==> config.mk <==
export PLATFORM = sky130hd
export DESIGN_NAME = regfile_write_arbiter_flat
export DESIGN_NICKNAME = d
export VERILOG_FILES = /design/src/rtl/regfile_write_arbiter_if.sv /design/src/rtl/regfile_write_arbiter.sv /design/src/flat_wrapper.sv
export SDC_FILE = /design/constraint.sdc
export NUM_CORES = 1
export LEC_CHECK = 0
export CAP_MARGIN = 40
export CORE_MARGIN = 4
export CORE_UTILIZATION = 38
export DETAILED_ROUTE_END_ITERATION = 12
export GPL_TIMING_DRIVEN = 0
export PLACE_DENSITY = 0.79
export RECOVER_POWER = 100
export SYNTH_ARGS = -nofsm -noshare
export SYNTH_HDL_FRONTEND = slang
export SYNTH_SLANG_ARGS = --single-unit
==> constraint.sdc <==
create_clock -name clock -period 2.2 [get_ports clock]
set_clock_uncertainty 0.05 [all_clocks]
set_input_delay 0.66 -clock clock [delete_from_list [all_inputs] [get_ports clock]]
set_output_delay 0.66 -clock clock [all_outputs]
set_load 0.01 [all_outputs]
==> src/rtl/regfile_write_arbiter_if.sv <==
// Writeback bus between the two requesters, the arbiter and the register bank write port.
// The slave modport is the arbiter's view; the master modport is the requester/bank side.
interface regfile_write_arbiter_if #(
  parameter int XLEN = 32,
  parameter int AW   = 5
);
  logic            a_valid;
  logic            a_ready;
  logic [AW-1:0]   a_addr;
  logic [XLEN-1:0] a_data;
  logic            b_valid;
  logic            b_ready;
  logic [AW-1:0]   b_addr;
  logic [XLEN-1:0] b_data;
  logic            we;
  logic [AW-1:0]   ain;
  logic [XLEN-1:0] din;
  logic            busy;

  modport slave (
    input  a_valid, a_addr, a_data,
    input  b_valid, b_addr, b_data,
    output a_ready, b_ready,
    output we, ain, din, busy
  );

  modport master (
    output a_valid, a_addr, a_data,
    output b_valid, b_addr, b_data,
    input  a_ready, b_ready,
    input  we, ain, din, busy
  );
endinterface

==> src/rtl/regfile_write_arbiter.sv <==
// Shares the register bank write port between requesters A and B (round-robin on ties),
// zeroes the bank after reset and silently drops writes to r0 in normal operation.
module regfile_write_arbiter #(
  parameter int XLEN           = 32,
  parameter int NREGS          = 32,
  parameter bit CLEAR_ON_RESET = 1'b1,
  localparam int AW            = $clog2(NREGS)
) (
  input  logic                  clock,
  input  logic                  reset,
  regfile_write_arbiter_if.slave bus
);

  typedef enum logic [1:0] {
    ST_INIT = 2'b01,
    ST_RUN  = 2'b10
  } state_e;

  typedef enum logic {
    LAST_A = 1'b0,
    LAST_B = 1'b1
  } last_e;

  state_e          state_q, state_d;
  last_e           last_q, last_d;
  logic [AW-1:0]   idx_q, idx_d;
  logic            we_q, we_d;
  logic [AW-1:0]   ain_q, ain_d;
  logic [XLEN-1:0] din_q, din_d;
  logic            busy_q, busy_d;
  logic            grant_a, grant_b;

  always_comb begin
    state_d = state_q;
    last_d  = last_q;
    idx_d   = idx_q;
    we_d    = 1'b0;
    ain_d   = ain_q;
    din_d   = din_q;
    // busy lags the state by one cycle so it covers the cycle presenting the last clear write
    busy_d  = (state_q != ST_RUN);
    grant_a = 1'b0;
    grant_b = 1'b0;

    case (state_q)
      ST_INIT: begin
        we_d  = 1'b1;
        ain_d = idx_q;
        din_d = '0;
        idx_d = idx_q + 1'b1;
        if (idx_q == AW'(NREGS - 1)) begin
          state_d = ST_RUN;
        end
      end
      ST_RUN: begin
        if (bus.a_valid && (!bus.b_valid || last_q == LAST_B)) begin
          grant_a = 1'b1;
        end else if (bus.b_valid) begin
          grant_b = 1'b1;
        end

        if (grant_a) begin
          we_d   = (bus.a_addr != '0);
          ain_d  = bus.a_addr;
          din_d  = bus.a_data;
          last_d = LAST_A;
        end else if (grant_b) begin
          we_d   = (bus.b_addr != '0);
          ain_d  = bus.b_addr;
          din_d  = bus.b_data;
          last_d = LAST_B;
        end
      end
      default: begin
        state_d = ST_INIT;
        idx_d   = '0;
      end
    endcase
  end

  always_ff @(posedge clock) begin
    if (reset) begin
      state_q <= CLEAR_ON_RESET ? ST_INIT : ST_RUN;
      last_q  <= LAST_B;
      idx_q   <= '0;
      we_q    <= 1'b0;
      ain_q   <= '0;
      din_q   <= '0;
      busy_q  <= CLEAR_ON_RESET;
    end else begin
      state_q <= state_d;
      last_q  <= last_d;
      idx_q   <= idx_d;
      we_q    <= we_d;
      ain_q   <= ain_d;
      din_q   <= din_d;
      busy_q  <= busy_d;
    end
  end

  assign bus.a_ready = grant_a;
  assign bus.b_ready = grant_b;
  assign bus.we      = we_q;
  assign bus.ain     = ain_q;
  assign bus.din     = din_q;
  assign bus.busy    = busy_q;

endmodule
==> src/flat_wrapper.sv <==
// flat-port wrapper written by rule: the top's interface ports become plain ports
module regfile_write_arbiter_flat 
#(
  parameter int XLEN           = 32,
  parameter int NREGS          = 32,
  parameter bit CLEAR_ON_RESET = 1'b1,
  localparam int AW            = $clog2(NREGS)
)
  (clock, reset, bus_a_valid, bus_a_addr, bus_a_data, bus_b_valid, bus_b_addr, bus_b_data, bus_a_ready, bus_b_ready, bus_we, bus_ain, bus_din, bus_busy);
  regfile_write_arbiter_if #(.XLEN(XLEN)) bus_i ();
  input  logic clock;
  input  logic reset;
  input wire logic [$bits(bus_i.a_valid)-1:0] bus_a_valid;
  input wire logic [$bits(bus_i.a_addr)-1:0] bus_a_addr;
  input wire logic [$bits(bus_i.a_data)-1:0] bus_a_data;
  input wire logic [$bits(bus_i.b_valid)-1:0] bus_b_valid;
  input wire logic [$bits(bus_i.b_addr)-1:0] bus_b_addr;
  input wire logic [$bits(bus_i.b_data)-1:0] bus_b_data;
  output wire logic [$bits(bus_i.a_ready)-1:0] bus_a_ready;
  output wire logic [$bits(bus_i.b_ready)-1:0] bus_b_ready;
  output wire logic [$bits(bus_i.we)-1:0] bus_we;
  output wire logic [$bits(bus_i.ain)-1:0] bus_ain;
  output wire logic [$bits(bus_i.din)-1:0] bus_din;
  output wire logic [$bits(bus_i.busy)-1:0] bus_busy;
  assign bus_i.a_valid = bus_a_valid;
  assign bus_i.a_addr = bus_a_addr;
  assign bus_i.a_data = bus_a_data;
  assign bus_i.b_valid = bus_b_valid;
  assign bus_i.b_addr = bus_b_addr;
  assign bus_i.b_data = bus_b_data;
  assign bus_a_ready = bus_i.a_ready;
  assign bus_b_ready = bus_i.b_ready;
  assign bus_we = bus_i.we;
  assign bus_ain = bus_i.ain;
  assign bus_din = bus_i.din;
  assign bus_busy = bus_i.busy;
  regfile_write_arbiter #(.XLEN(XLEN), .NREGS(NREGS), .CLEAR_ON_RESET(CLEAR_ON_RESET)) u_core (.clock(clock), .reset(reset), .bus(bus_i));
endmodule
==> summary.txt, run 1 <==
Global routing
  – Grt ovf: 0
  – Initial antenna violation count: 0
  – Global-route wire length before repair: 10.2 mm
  – Largest net degree at the start of global routing: 14
  – Number of global-route vias before repair: 2057
  – Gr usage total: 0.181

STA
  – Slew Limit Headroom: 0.714
  – Maximum clock frequency: 0.470 GHz
  – RSZ-0062 raised after global routing: false
  – Fin. Hold Viols: 0
  – Final setup vio count: 0
  – Slew Viols, Final: 0
  – Crit share post-route: 0.967
  – Fin crit period: 2.13 ns
  – Worst-Margin Slew: 0.429 ns

Final layout
  – Finished Cell Area: 0.00353 mm2
  – Final Non-Filler Cells: 406
  – Antenna diodes: 0
  – Layout area overhead: 64.7%
  – Post-layout util: 0.642
  – Ratio of cells with drive above 1 in the final layout: 0.105
  – Most frequent cells in the layout: clkdlybuf4s50_1 (74), dfxtp_1 (46), dlygate4sd3_1 (40), mux2i_1 (33), o2bb2ai_1 (32)
  – Commonest non-fill, non-tap cell in the layout: clkdlybuf4s50_1
  – Layout net count: 416

Floorplanning
  – Initial Util: 0.390
  – Die ar.: 0.00691 mm2
  – Core Footprint: 0.00551 mm2
  – Die span in y: 83.1 um
  – # IOs: 119
  – Core Rows: 27
  – Die X: 83.1 um

Synth
  – Post-synth cell types: 33
  – Synth Cell Area: 0.00215 mm2
  – Post-synth top area share: 0.438
  – Dominant cell type by area after synthesis: dfxtp_1
  – Post-synthesis sequential area ratio: 0.438
  – Synth warn: 0
  – FF+latch count, synth: 47
  – Syn Nets: 288
  – Top cells by area, synth: dfxtp_1 (44%), mux2i_1 (15%), o2bb2ai_1 (13%), buf_6 (3.7%), a21oi_1 (2.3%)
  – Avg Cell Area, Syn: 10.4 um2
  – Cell count after synthesis: 206

Setup path
  – Largest stage delay, worst path: 0.23 ns
  – Startpoint class of the critical path: input port
  – Crit path arrival time: 1.42 ns
  – Cell breakdown of the critical path: clkdlybuf4s15_2, nor2b_4, nand2b_4, nor2_1, buf_2
  – Slowest CP cell: clkdlybuf4s15_2
  – Maximum fanout along the worst path: 5
  – Setup CP Type: input port to primary output
  – CP top delay family: simple AND/OR/NAND/NOR gates
  – Worst Path Buf+Inv: 2
  – CP Capture Type: primary output
  – Data required time at the worst endpoint: 1.49 ns

Detailed routing
  – Vias per cell: 5.02
  – Number of detailed-route iterations in the first pass: 4
  – Wire per inst: 15.4 um
  – DRT Wirelength: 6.25 mm
  – Antenna-violating nets left: 0
  – Via count: 2038
  – Drc violations: 0
  – Iter 0 DRT Violations: 46

Flow run
  – Max Cap Viol: 0

Power
  – Sw power: 0.000354 W
  – Sw frac: 0.217
  – Pwr dens: 462 mW/mm2
  – Clock power share: 0.317
  – Internal power: 0.00128 W
  – Flop pwr share: 0.530
  – Combinational Power Share: 0.152
  – Worst VDD drop: 0.000325 V
  – P_leak: 1.50 nW

Clocking
  – Clock sink count: 47
  – CTS tree: yes
  – Clock-pin slew on the worst setup and hold paths: 0.08 ns
  – CTS root buf: clkbuf_8
  – CTS H-tree lvls: 2
  – Skew-Pair Late Insertion Delay: 0.29 ns
  – CTS max path bufs: 2
  – Hold-fix buffers at CTS: 0
  – Cts bufs inserted: 5

Place
  – Post-DP Area: 0.00341 mm2
  – RePlAce Congestion: 0.823
  – Placed cell count: 395
  – Detailed Place HPWL: 4.94 mm
  – PortBufs: 117

Worst hold path
  – Hold crit path type: flip-flop to flip-flop

Run status
  – Outcome: completed
## logic make-up after synthesis
group / Yosys count / share of synthesized area
simple gates: 37 / 0.0910
fa+ha+maj: 4 / 0.0233
compound gates: 62 / 0.223
flops: 47 / 0.438
mux: 33 / 0.154
buf+inv: 23 / 0.0706
## synth_stat cells
library cell  number
a211oi_1           1
a21o_1             1
a21oi_1           10
a22oi_1            2
a2bb2oi_1          1
a31oi_1            2
and3_1             2
buf_2              4
buf_4              2
buf_6              7
clkbuf_1           2
dfxtp_1           47
ha_1               4
inv_1              8
mux2i_1           33
nand2_1            7
nand2b_1           4
nand3_1            1
nand3b_1           1
nor2_1            11
nor2_2             1
nor2b_1            3
nor2b_4            1
nor3_1             1
o211ai_1           1
o21ai_0            5
o21bai_1           1
o22ai_2            1
o2bb2ai_1         32
o32ai_1            5
or2_2              2
or3_1              1
or4_1              2
## sequential cells by signal, indices dropped and copies added, names as in the netlist
signal / flops
u_core.idx_q: 5
u_core.bus.we: 1
u_core.bus.ain: 5
u_core.bus.din: 32
u_core.last_q: 1
u_core.state_q: 2
u_core.bus.busy: 1
## per-layer routing
| metal | track usage | vias to the layer above | routed length, um |
|---|---|---|---|
| met3 | 0.0615 | 9 | 483 |
| met5 | 0 | - | 0 |
| met2 | 0.311 | 81 | 2970 |
| li1 | - | 1021 | - |
| met4 | 0.0594 | 0 | 108 |
| met1 | 0.209 | 927 | 2680 |
## worst register-to-register path: cells and delay by family, from the launching register on
kind	cells	cell delay (ns)
AOI/OAI and AO/OA	2	0.39
adders and majority gates	1	0.28
buffers and inverters	1	0.13
DFF	1	0.32
and+or+nand+nor	1	0.54
## path summary, 6_finish.rpt
check        cells after the start            endpoint               start  slack [ns]
max                              5         bus_a_ready         bus_b_valid        0.07
max reg2reg                      5       u_core.bus.we   u_core.state_q[0]        0.37
min                              1  u_core.bus.din[24]  u_core.bus.din[24]        0.41
min reg2reg                      1  u_core.bus.din[24]  u_core.bus.din[24]        0.41
## power by group through the flow
stage                     registers, W  logic (W)  clock network, W
after floorplan               0.000886  0.0000870                 0
after global placement        0.000885   0.000248                 0
after detailed placement      0.000885   0.000252                 0
after CTS                     0.000865   0.000254          0.000538
after global routing          0.000867   0.000268          0.000585
final                         0.000865   0.000249          0.000517
## metrics by stage
step                      total power [W]  hold slack [ns]  TNS, ns  setup slack [ns]
final                             0.00163            0.411        0            0.0727
after global routing              0.00172            0.433        0            0.0132
after CTS                         0.00166            0.420        0            0.0246
after detailed placement          0.00114            0.395    -5.80            -0.756
after global placement            0.00113            0.394    -4.51            -0.744
after floorplan                  0.000973            0.403        0             0.262
## cell type report
type	count	area [um2]
fillers	465	1970
repair buffers	121	1190
multi-input cells	136	1070
flip-flops and latches	47	942
plain buffers	15	118
well taps	72	90.1
clock buffers	6	82.6
inverters	8	30.0
clock inverters	1	5.00
## repair_timing
action,in CTS,in global routing
pin swaps,1,0
gates cloned,0,0
endpoints found under the hold margin,0,0
setup endpoints to repair,2,1
buffers inserted,4,0
gates resized for setup,20,1
Note: power is estimated with default switching activity, not from simulation.
==> run 2: changes to the inputs <==
- ABC_AREA: default -> 1
- CORE_UTILIZATION: 38 -> 40
- PLACE_DENSITY: 0.79 -> 0.8
- clock period: 2.2 -> 2 ns (I/O delays scaled with it)
==> summary.txt, run 2 <==
Run status
  – Outcome: completed

Global routing
  – Number of global-route vias before repair: 2672 (+30%)
  – Grt met2 use: 0.355 (+0.0433)
  – Grt ovf: 0 (unchanged)
  – GRT busiest layer: met2
  – Largest net degree at the start of global routing: 15 (+1)
  – Initial antenna violation count: 0 (unchanged)
  – Global-route wire length before repair: 12.3 mm (+20%)
  – Met1 global-route usage: 0.253 (+0.0444)
  – Met3 Use GR: 0.0413 (-0.0202)
  – Gr usage total: 0.204 (+0.0230)

STA
  – Maximum clock frequency: 0.512 GHz
  – Fin. Hold Viols: 0 (unchanged)
  – Setup_tns: 0 ns (unchanged)
  – Crit share post-route: 0.976
  – Fin crit period: 1.95 ns
  – Worst-Margin Slew: 0.481 ns (+0.0520 ns)
  – Final setup vio count: 0 (unchanged)
  – RSZ-0062 raised after global routing: false
  – Slew Viols, Final: 0 (unchanged)
  – Slew Limit Headroom: 0.679 (-0.0346)

Final layout
  – Layout net count: 591 (+42%)
  – Antenna diodes: 0 (unchanged)
  – Most frequent cells in the layout: nand2_1 (158), clkdlybuf4s50_1 (74), dfxtp_1 (46), nand3_1 (40), a21oi_1 (40)
  – Ratio of cells with drive above 1 in the final layout: 0.102 (-0.00283)
  – Layout area overhead: 60.4%
  – Number of fill cells: 525 (+13%)
  – Commonest non-fill, non-tap cell in the layout: nand2_1
  – Max FFs per register: 32 (unchanged)

Clocking
  – CTS H-tree lvls: 2 (unchanged)
  – Cts bufs inserted: 5 (unchanged)
  – Skew-Pair Late Insertion Delay: 0.29 ns (about the same)
  – Hold-fix buffers at CTS: 0 (unchanged)
  – Clock-pin slew on the worst setup and hold paths: 0.09 ns (about the same)
  – CTS max path bufs: 2 (unchanged)
  – CTS tree: yes
  – Clock sink count: 47 (unchanged)
  – CTS root buf: clkbuf_8

Synth
  – Avg Cell Area, Syn: 6.41 um2 (-38%)
  – Post-synthesis sequential area ratio: 0.390 (-0.0482)
  – Post-synthesis adder-cell area fraction: 0.0208 (-0.00257)
  – Dominant cell type by area after synthesis: dfxtp_1
  – Post-synth top area share: 0.390 (-0.0482)
  – Most frequent cell after synthesis: nand2_1
  – Top cells by area, synth: dfxtp_1 (39%), nand2_1 (25%), a21oi_1 (8.5%), nand3_1 (8.3%), inv_1 (3.7%)
  – Cell count after synthesis: 376 (+83%)
  – Top post-synthesis cells by count: nand2_1 (160), dfxtp_1 (47), a21oi_1 (41)
  – Post-synth cell types: 22 (-33%)
  – Post-synth EDFFs: 0 (unchanged)
  – Syn Nets: 458 (+59%)
  – Synth Cell Area: 0.00241 mm2 (+12%)
  – Post-synthesis mux area share: 0 (-0.154)
  – Synth async-reset ratio: 0 (unchanged)
  – Synth Area in Compound Gates: 0.0996 (-0.123)
  – Synth Area in Simple Gates: 0.392 (+0.301)
  – Combinational family with the most area after synthesis: simple AND/OR/NAND/NOR gates
  – FF+latch count, synth: 47 (unchanged)
  – Top_reg_cell synth: dfxtp_1
  – Post-synthesis xor/xnor area fraction: 0 (unchanged)
  – Synth warn: 0 (unchanged)

Floorplanning
  – Die ar.: 0.00733 mm2 (+6.1%)
  – # IOs: 119 (unchanged)
  – Core Footprint: 0.00589 mm2 (+6.9%)
  – Die X: 85.6 um (+3.0%)
  – Initial Util: 0.410 (+0.0200)
  – Die span in y: 85.6 um (+3.0%)
  – Core Rows: 28 (+3.7%)

Detailed routing
  – Iter 0 DRT Violations: 107 (+130%)
  – Antenna-violating nets left: 0 (unchanged)
  – DRT Wirelength: 7.53 mm (+21%)
  – Number of detailed-route iterations in the first pass: 4 (unchanged)
  – Drc violations: 0 (unchanged)
  – Vias per cell: 4.78 (-4.8%)
  – Wire per inst: 12.9 um (-16%)
  – Via count: 2795 (+37%)

Setup path
  – Data required time at the worst endpoint: 1.35 ns (-0.14 ns)
  – Crit path arrival time: 1.30 ns (-0.12 ns)
  – Slowest CP cell: dfxtp_2
  – Setup CP Type: flip-flop to primary output
  – Startpoint class of the critical path: flip-flop
  – Largest stage delay, worst path: 0.36 ns (+0.13 ns)
  – CP Capture Type: primary output
  – CP top delay family: buffers and inverters
  – Maximum fanout along the worst path: 10 (+5)
  – Worst Path Buf+Inv: 4 (+2)
  – Cell breakdown of the critical path: inv_1, ha_4, buf_8, nand2_1, inv_1, buf_2
  – Critical Path Most Common Cell: inv_1

Power
  – Combinational Power Share: 0.176 (+0.024)
  – Clock power share: 0.304 (-0.013)
  – Internal power: 0.00138 W (+8.1%)
  – P_leak: 1.76 nW (+17%)
  – Worst VDD drop: 0.000395 V (+21%)
  – Sw frac: 0.244 (+0.0269)
  – Flop pwr share: 0.520 (-0.010)
  – Pwr dens: 472 mW/mm2 (+2.3%)
  – Sw power: 0.000446 W (+26%)
  – Total Power: 0.00183 W (+12%)

Place
  – RePlAce Congestion: 0.849 (+3.2%)
  – PortBufs: 117 (unchanged)
  – Detailed Place HPWL: 5.66 mm (+14%)

Worst hold path
  – Hold crit path type: flip-flop to flip-flop

Flow run
  – Max Cap Viol: 0 (unchanged)
## run 2: changes by cell type in the layout (fill, tap and decap cells not counted), sizes merged, moves of 7 or more
cell,previous run,this run
nand3,1,41
mux2i,33,0
nand2,7,161
inv,8,25
buf,16,29
a21oi,10,41
o2bb2ai,32,0
nor2,12,19
## run 2: final timing paths
| kind | from | endpoint | slack [ns] | cells after the start |
|---|---|---|---|---|
| setup reg to reg | u_core.last_q | u_core.bus.ain[1] | 0.15 | 11 |
| hold reg to reg | u_core.bus.din[11] | u_core.bus.din[11] | 0.42 | 2 |
| hold / removal | u_core.bus.din[11] | u_core.bus.din[11] | 0.42 | 2 |
| setup / recovery | u_core.state_q[0] | bus_b_ready | 0.05 | 6 |
## run 2: tightest hold or removal path: cells and delay by family, from the launching register on
| family | cells | cell delay, ns |
|---|---|---|
| and+or+nand+nor | 1 | 0.06 |
| DFF | 1 | 0.31 |
| AOI/OAI and AO/OA | 1 | 0.05 |
## run 2: power groups by stage
stage | clock network [W] | registers, W | logic (W)
after detailed placement | 0 | 0.000972 | 0.000310
after global placement | 0 | 0.000971 | 0.000306
after CTS | 0.000569 | 0.000950 | 0.000322
final | 0.000555 | 0.000949 | 0.000322
after floorplan | 0 | 0.000973 | 0.000120
after global routing | 0.000605 | 0.000951 | 0.000354
## run 2: cell type report
cell class / instances / area (um2) / area share
plain buffers: 24 / 159 / 0.0411
clock buffers: 5 / 68.8 / 0.0178
clock inverters: 3 / 15.0 / 0.00388
inverters: 26 / 97.6 / 0.0252
multi-input cells: 279 / 1270 / 0.329
flip-flops and latches: 47 / 942 / 0.244
well taps: 75 / 93.8 / 0.0243
repair buffers: 126 / 1220 / 0.315
## run 2: per-stage QoR
step | cell area, um2 | util | std cells | setup WS (ns) | hold WS, ns
floorplan | 2410 | - | 376 | 0.261 | 0.397
global placement | 3680 | 0.625 | 568 | -0.879 | 0.401
detailed placement | 3680 | 0.625 | 568 | -0.893 | 0.406
CTS | 3860 | 0.656 | 584 | 0.00111 | 0.419
global route | 3870 | 0.657 | 585 | 0.00264 | 0.431
finish | 3870 | 0.657 | 585 | 0.0479 | 0.415
## run 2: logic make-up (layout without fill, tap and decap cells)
kind of cell,after synthesis,in the layout
buffers and inverters,50,184
AOI/OAI and AO/OA,47,47
and+or+nand+nor,228,228
adders and majority gates,4,4
DFF,47,47
## run 2: repair_timing
item                                    in CTS  in global routing
pin swaps                                    1                  3
cloned                                       0                  0
setup buffers                                8                  1
endpoints found under the setup margin       2                 14
gates resized for setup                     28                  6
## run 2: metal layers
metal,routed length [um],vias to the layer above
met2,3800,86
met5,0,-
met4,138,0
met1,3100,1243
li1,-,1454
met3,494,12
==> run 3: changes to the inputs <==
- CTS_CLUSTER_SIZE: default -> 10
==> results of run 3 <==
No change in the layout: final DEF, timing and power equal those of run 2.
==> RTL edit 1 (config.mk and constraints of run 3) <==
`XLEN` is set to 32 in 3 places; all go to 64.
--- a/src/rtl/regfile_write_arbiter_if.sv
+++ b/src/rtl/regfile_write_arbiter_if.sv
@@ -2,5 +2,5 @@
 // The slave modport is the arbiter's view; the master modport is the requester/bank side.
 interface regfile_write_arbiter_if #(
-  parameter int XLEN = 32,
+  parameter int XLEN = 64,
   parameter int AW   = 5
 );
--- a/src/rtl/regfile_write_arbiter.sv
+++ b/src/rtl/regfile_write_arbiter.sv
@@ -2,5 +2,5 @@
 // zeroes the bank after reset and silently drops writes to r0 in normal operation.
 module regfile_write_arbiter #(
-  parameter int XLEN           = 32,
+  parameter int XLEN           = 64,
   parameter int NREGS          = 32,
   parameter bit CLEAR_ON_RESET = 1'b1,
--- a/src/flat_wrapper.sv
+++ b/src/flat_wrapper.sv
@@ -2,5 +2,5 @@
 module regfile_write_arbiter_flat 
 #(
-  parameter int XLEN           = 32,
+  parameter int XLEN           = 64,
   parameter int NREGS          = 32,
   parameter bit CLEAR_ON_RESET = 1'b1,
Interface: changed (resized bus_a_data, bus_b_data and bus_din); port bits go from 119 to 215. The function was not compared with the original's and may differ.
==> RTL edit 1 against run 3 <==
  * Worst setup slack gained 0.0063 ns
  * Wire length up 91%
  * Synthesized area increased by 62%
  * Global-route usage is 3.9 points higher
  * Clock power is 130% higher
  * Design area up 68%
  * Total power rose by 87%
  * Sequential cell count grew 32
  * Critical path type is now in -> out
  * Critical endpoint unchanged
  * Highest routed layer unchanged
==> RTL edit 1: results (changes against run 3) <==
Final layout
  – Final clock-cell share: 3.24% (was 2.17%)
  – Area occupied by multi-input gates: 2080 µm² (was 1270 µm²)
  – Logic inverters: 24 (was 26)
  – Share of cells above drive strength 1: 6.41% (was 10.2%)

Pwr
  – Comb group: 546 µW (was 322 µW)
  – Lkg Pwr: 2.61 nW (was 1.76 nW)
  – Clock share of power: 37.4% (was 30.4%)
  – Peak supply drop: 353 µV (was 395 µV)

Synthesis
  – Commonest cells post-synth: nand2_1 (281), dfxtp_1 (79), a21oi_1 (77) (was nand2_1 (160), dfxtp_1 (47), a21oi_1 (41))
  – Syn_nets: 760 (was 458)
  – Yosys cell types: 23 (was 22)
  – Register area share after synthesis: 40.4% (was 39.0%)
  – Synth area leaders: dfxtp_1 (40%), nand2_1 (27%), a21oi_1 (9.8%) (was dfxtp_1 (39%), nand2_1 (25%), a21oi_1 (8.5%))

Setup path
  – Critical path origin: bus_a_valid (was u_core.state_q[0]$_SDFFE_PP1P_)
  – Reg2reg start: u_core.state_q[0]$_SDFFE_PP1P_ (was u_core.last_q$_SDFFE_PP1P_)
  – Crit path max-delay cell type: buf_4 (was dfxtp_2)

Drt
  – Vias/cell: 5.03 (was 4.78)
  – Met2 routed WL: 6710 µm (was 3800 µm)
  – Met3 wire length: 1430 µm (was 494 µm)
  – DRT Pass-1 Iters: 5 (was 4)
  – Drt wl/cell: 14.8 µm (was 12.9 µm)
  – Starting DRC count in detailed routing: 327 (was 107)

GRT
  – Gr usage total: 24.2% (was 20.4%)
  – Vias in the first global route: 4753 (was 2672)
  – GR Util met2: 41.1% (was 35.5%)
  – Met3 Use GR: 8.67% (was 4.13%)

STA
  – Worst setup margin: 0.0542 ns (was 0.0479 ns)
  – Worst-Margin Slew: 0.591 ns (was 0.481 ns)

Run status
  – Status: finished, final reports clean (unchanged)

Place
  – Hpwl dp: 11300 µm (was 5660 µm)
==> RTL edit 1: cell count changes in the layout (fill, tap and decap cells not counted), sizes merged, moves of 4 or more <==
cell,run 3,this run
clkdlybuf4s50,74,208
nand3,41,73
nor2,19,13
buf,29,33
clkbuf,13,26
dlygate4sd3,39,1
dfxtp,47,79
a21oi,41,77
nand2,161,283
==> RTL edit 1: kinds of logic (layout without fill, tap and decap cells) <==
family / Yosys count / in the layout / share of synthesized area (%)
AOI/OAI and AO/OA: 83 / 83 / 10.8
adders and majority gates: 4 / 4 / 1.28
buffers and inverters: 69 / 298 / 7.77
DFF: 79 / 79 / 40.4
and+or+nand+nor: 379 / 379 / 39.8
==> RTL edit 1: through the flow <==
stage	std cells	hold WS [ns]	cell area, µm²
global route	972	0.437	6490
finish	972	0.415	6490
detailed placement	955	0.405	6200
floorplan	614	0.403	3910
global placement	955	0.400	6200
CTS	972	0.415	6480
==> RTL edit 2 (settings of run 3) <==
Without the edit above. Reset style: asynchronous (`reset`), changed in one clocked block.
--- a/src/rtl/regfile_write_arbiter.sv
+++ b/src/rtl/regfile_write_arbiter.sv
@@ -79,5 +79,5 @@
   end
 
-  always_ff @(posedge clock) begin
+  always_ff @(posedge clock or posedge reset) begin
     if (reset) begin
       state_q <= CLEAR_ON_RESET ? ST_INIT : ST_RUN;
Formal check against the unedited RTL: differs if reset is asserted again (counterexample within 4 cycles, from zero or initial values and one cycle with reset high); with reset held inactive, the same outputs for 10 cycles.
==> RTL edit 2 against run 3 <==
  * The run now ends with setup timing left
  * Design area grew 3.8%
  * Utilization up 0.54 points
  * Wire length rose by 0.25%
  * Register-to-register slack improved by 0.07 ns
  * Via count decreased by 4.6%
  * Sequential cell count stayed put
  * Synthesized area grew 5.7%
  * Worst setup slack lost 0.090 ns
  * Critical endpoint unchanged
  * Highest routed layer unchanged
Power is not compared: it rests on default switching activity, and its combinational part moved more than twofold at a synthesized area within 25%.
==> RTL edit 2: results (changes against run 3) <==
Run status
  – Status: complete, but fails checks (was finished, final reports clean)
  – Failing checks: setup timing

Place
  – Hpwl dp: 5540 µm (was 5660 µm)
  – GP Congestion: 0.841 (was 0.849)
  – Place WS: -0.789 ns (was -0.893 ns)
  – Placed cells: 551 (was 568)

Setup path
  – R2r endpoint: u_core.bus.we$_DFF_PP0_ (was u_core.bus.ain[1]$_SDFFE_PP0P_)
  – Data arrival time of the critical path: 1.39 ns (was 1.30 ns)
  – Reg2reg path depth: 8 (was 11)
  – Crit path max fanout: 3 (was 10)
  – Worst R2R Setup Slack: 0.22 ns (was 0.15 ns)
  – Critical path's top delay family: flip-flops (was buffers and inverters)
  – Crit path max-delay cell type: dfstp_2 (was dfxtp_2)
  – Reg2reg start: u_core.state_q[0]$_DFFE_PP1P_ (was u_core.last_q$_SDFFE_PP1P_)

Drt
  – Via count: 2667 (was 2795)
  – Wl on met1: 3190 µm (was 3100 µm)
  – Met3 wire length: 547 µm (was 494 µm)
  – Starting DRC count in detailed routing: 51 (was 107)
  – Met2 routed WL: 3710 µm (was 3800 µm)

Final layout
  – Final clock-cell share: 2.00% (was 2.17%)
  – Seq/total area: 29.4% (was 24.4%)
  – Share of cells above drive strength 1: 10.4% (was 10.2%)
  – Area occupied by multi-input gates: 1180 µm² (was 1270 µm²)
  – Layout non-clock buf frac: 34.7% (was 35.6%)
  – Multi-In Gates: 271 (was 279)
  – Logic inverters: 23 (was 26)
  – Non-Clock Buffer Count: 143 (was 150)
  – Fillers: 540 (was 525)
  – Post-layout util: 66.2% (was 65.7%)
  – Register area: 1180 µm² (was 942 µm²)

STA
  – Setup TNS: -0.0418 ns (was 0 ns)
  – Max_slew headroom: 35.8% (was 67.9%)
  – Endpoints failing setup: 1 (was 0)
  – Worst setup margin: -0.0418 ns (was 0.0479 ns)
  – Min Hold Slack: 0.432 ns (was 0.415 ns)

Synthesis
  – Yosys cell types: 21 (was 22)
  – Mapped Cells: 358 (was 376)
  – YS warnings: 0 (unchanged)
  – Register area share after synthesis: 46.3% (was 39.0%)

GRT
  – Largest net degree at the start of global routing: 26 (was 15)
  – Gr usage total: 19.7% (was 20.4%)
  – Met3 Use GR: 4.52% (was 4.13%)
  – First-pass GRT wire length: 12100 µm (was 12300 µm)

Worst hold path
  – Hold path startpoint: u_core.bus.din[11]$_DFFE_PP0P_ (was u_core.bus.din[11]$_SDFFE_PP0P_)
  – Hold endpoint: u_core.bus.din[11]$_DFFE_PP0P_ (was u_core.bus.din[11]$_SDFFE_PP0P_)
-- RTL edit 2: worst max-delay path by stage --
stage	slack, ns	cells past startpoint	end	from
2_1_floorplan	0.14	5	bus_a_ready	u_core.state_q[0]$_DFFE_PP1P_
3_3_place_gp	-0.82	6	bus_a_ready	bus_b_valid
3_5_place_dp	-0.79	6	bus_a_ready	bus_b_valid
4_1_cts	-0.05	6	bus_b_ready	u_core.state_q[0]$_DFFE_PP1P_
5_1_grt	-0.08	6	bus_b_ready	u_core.state_q[0]$_DFFE_PP1P_
6_report	-0.04	6	bus_b_ready	u_core.state_q[0]$_DFFE_PP1P_
-- RTL edit 2: cell families (layout without fill, tap and decap cells) --
kind of cell | Yosys count | count (layout) | synth area share [%]
adders and majority gates | 4 | 4 | 1.96
DFF | 47 | 47 | 46.3
AOI/OAI and AO/OA | 14 | 14 | 2.85
buffers and inverters | 40 | 174 | 9.03
and+or+nand+nor | 253 | 253 | 39.9
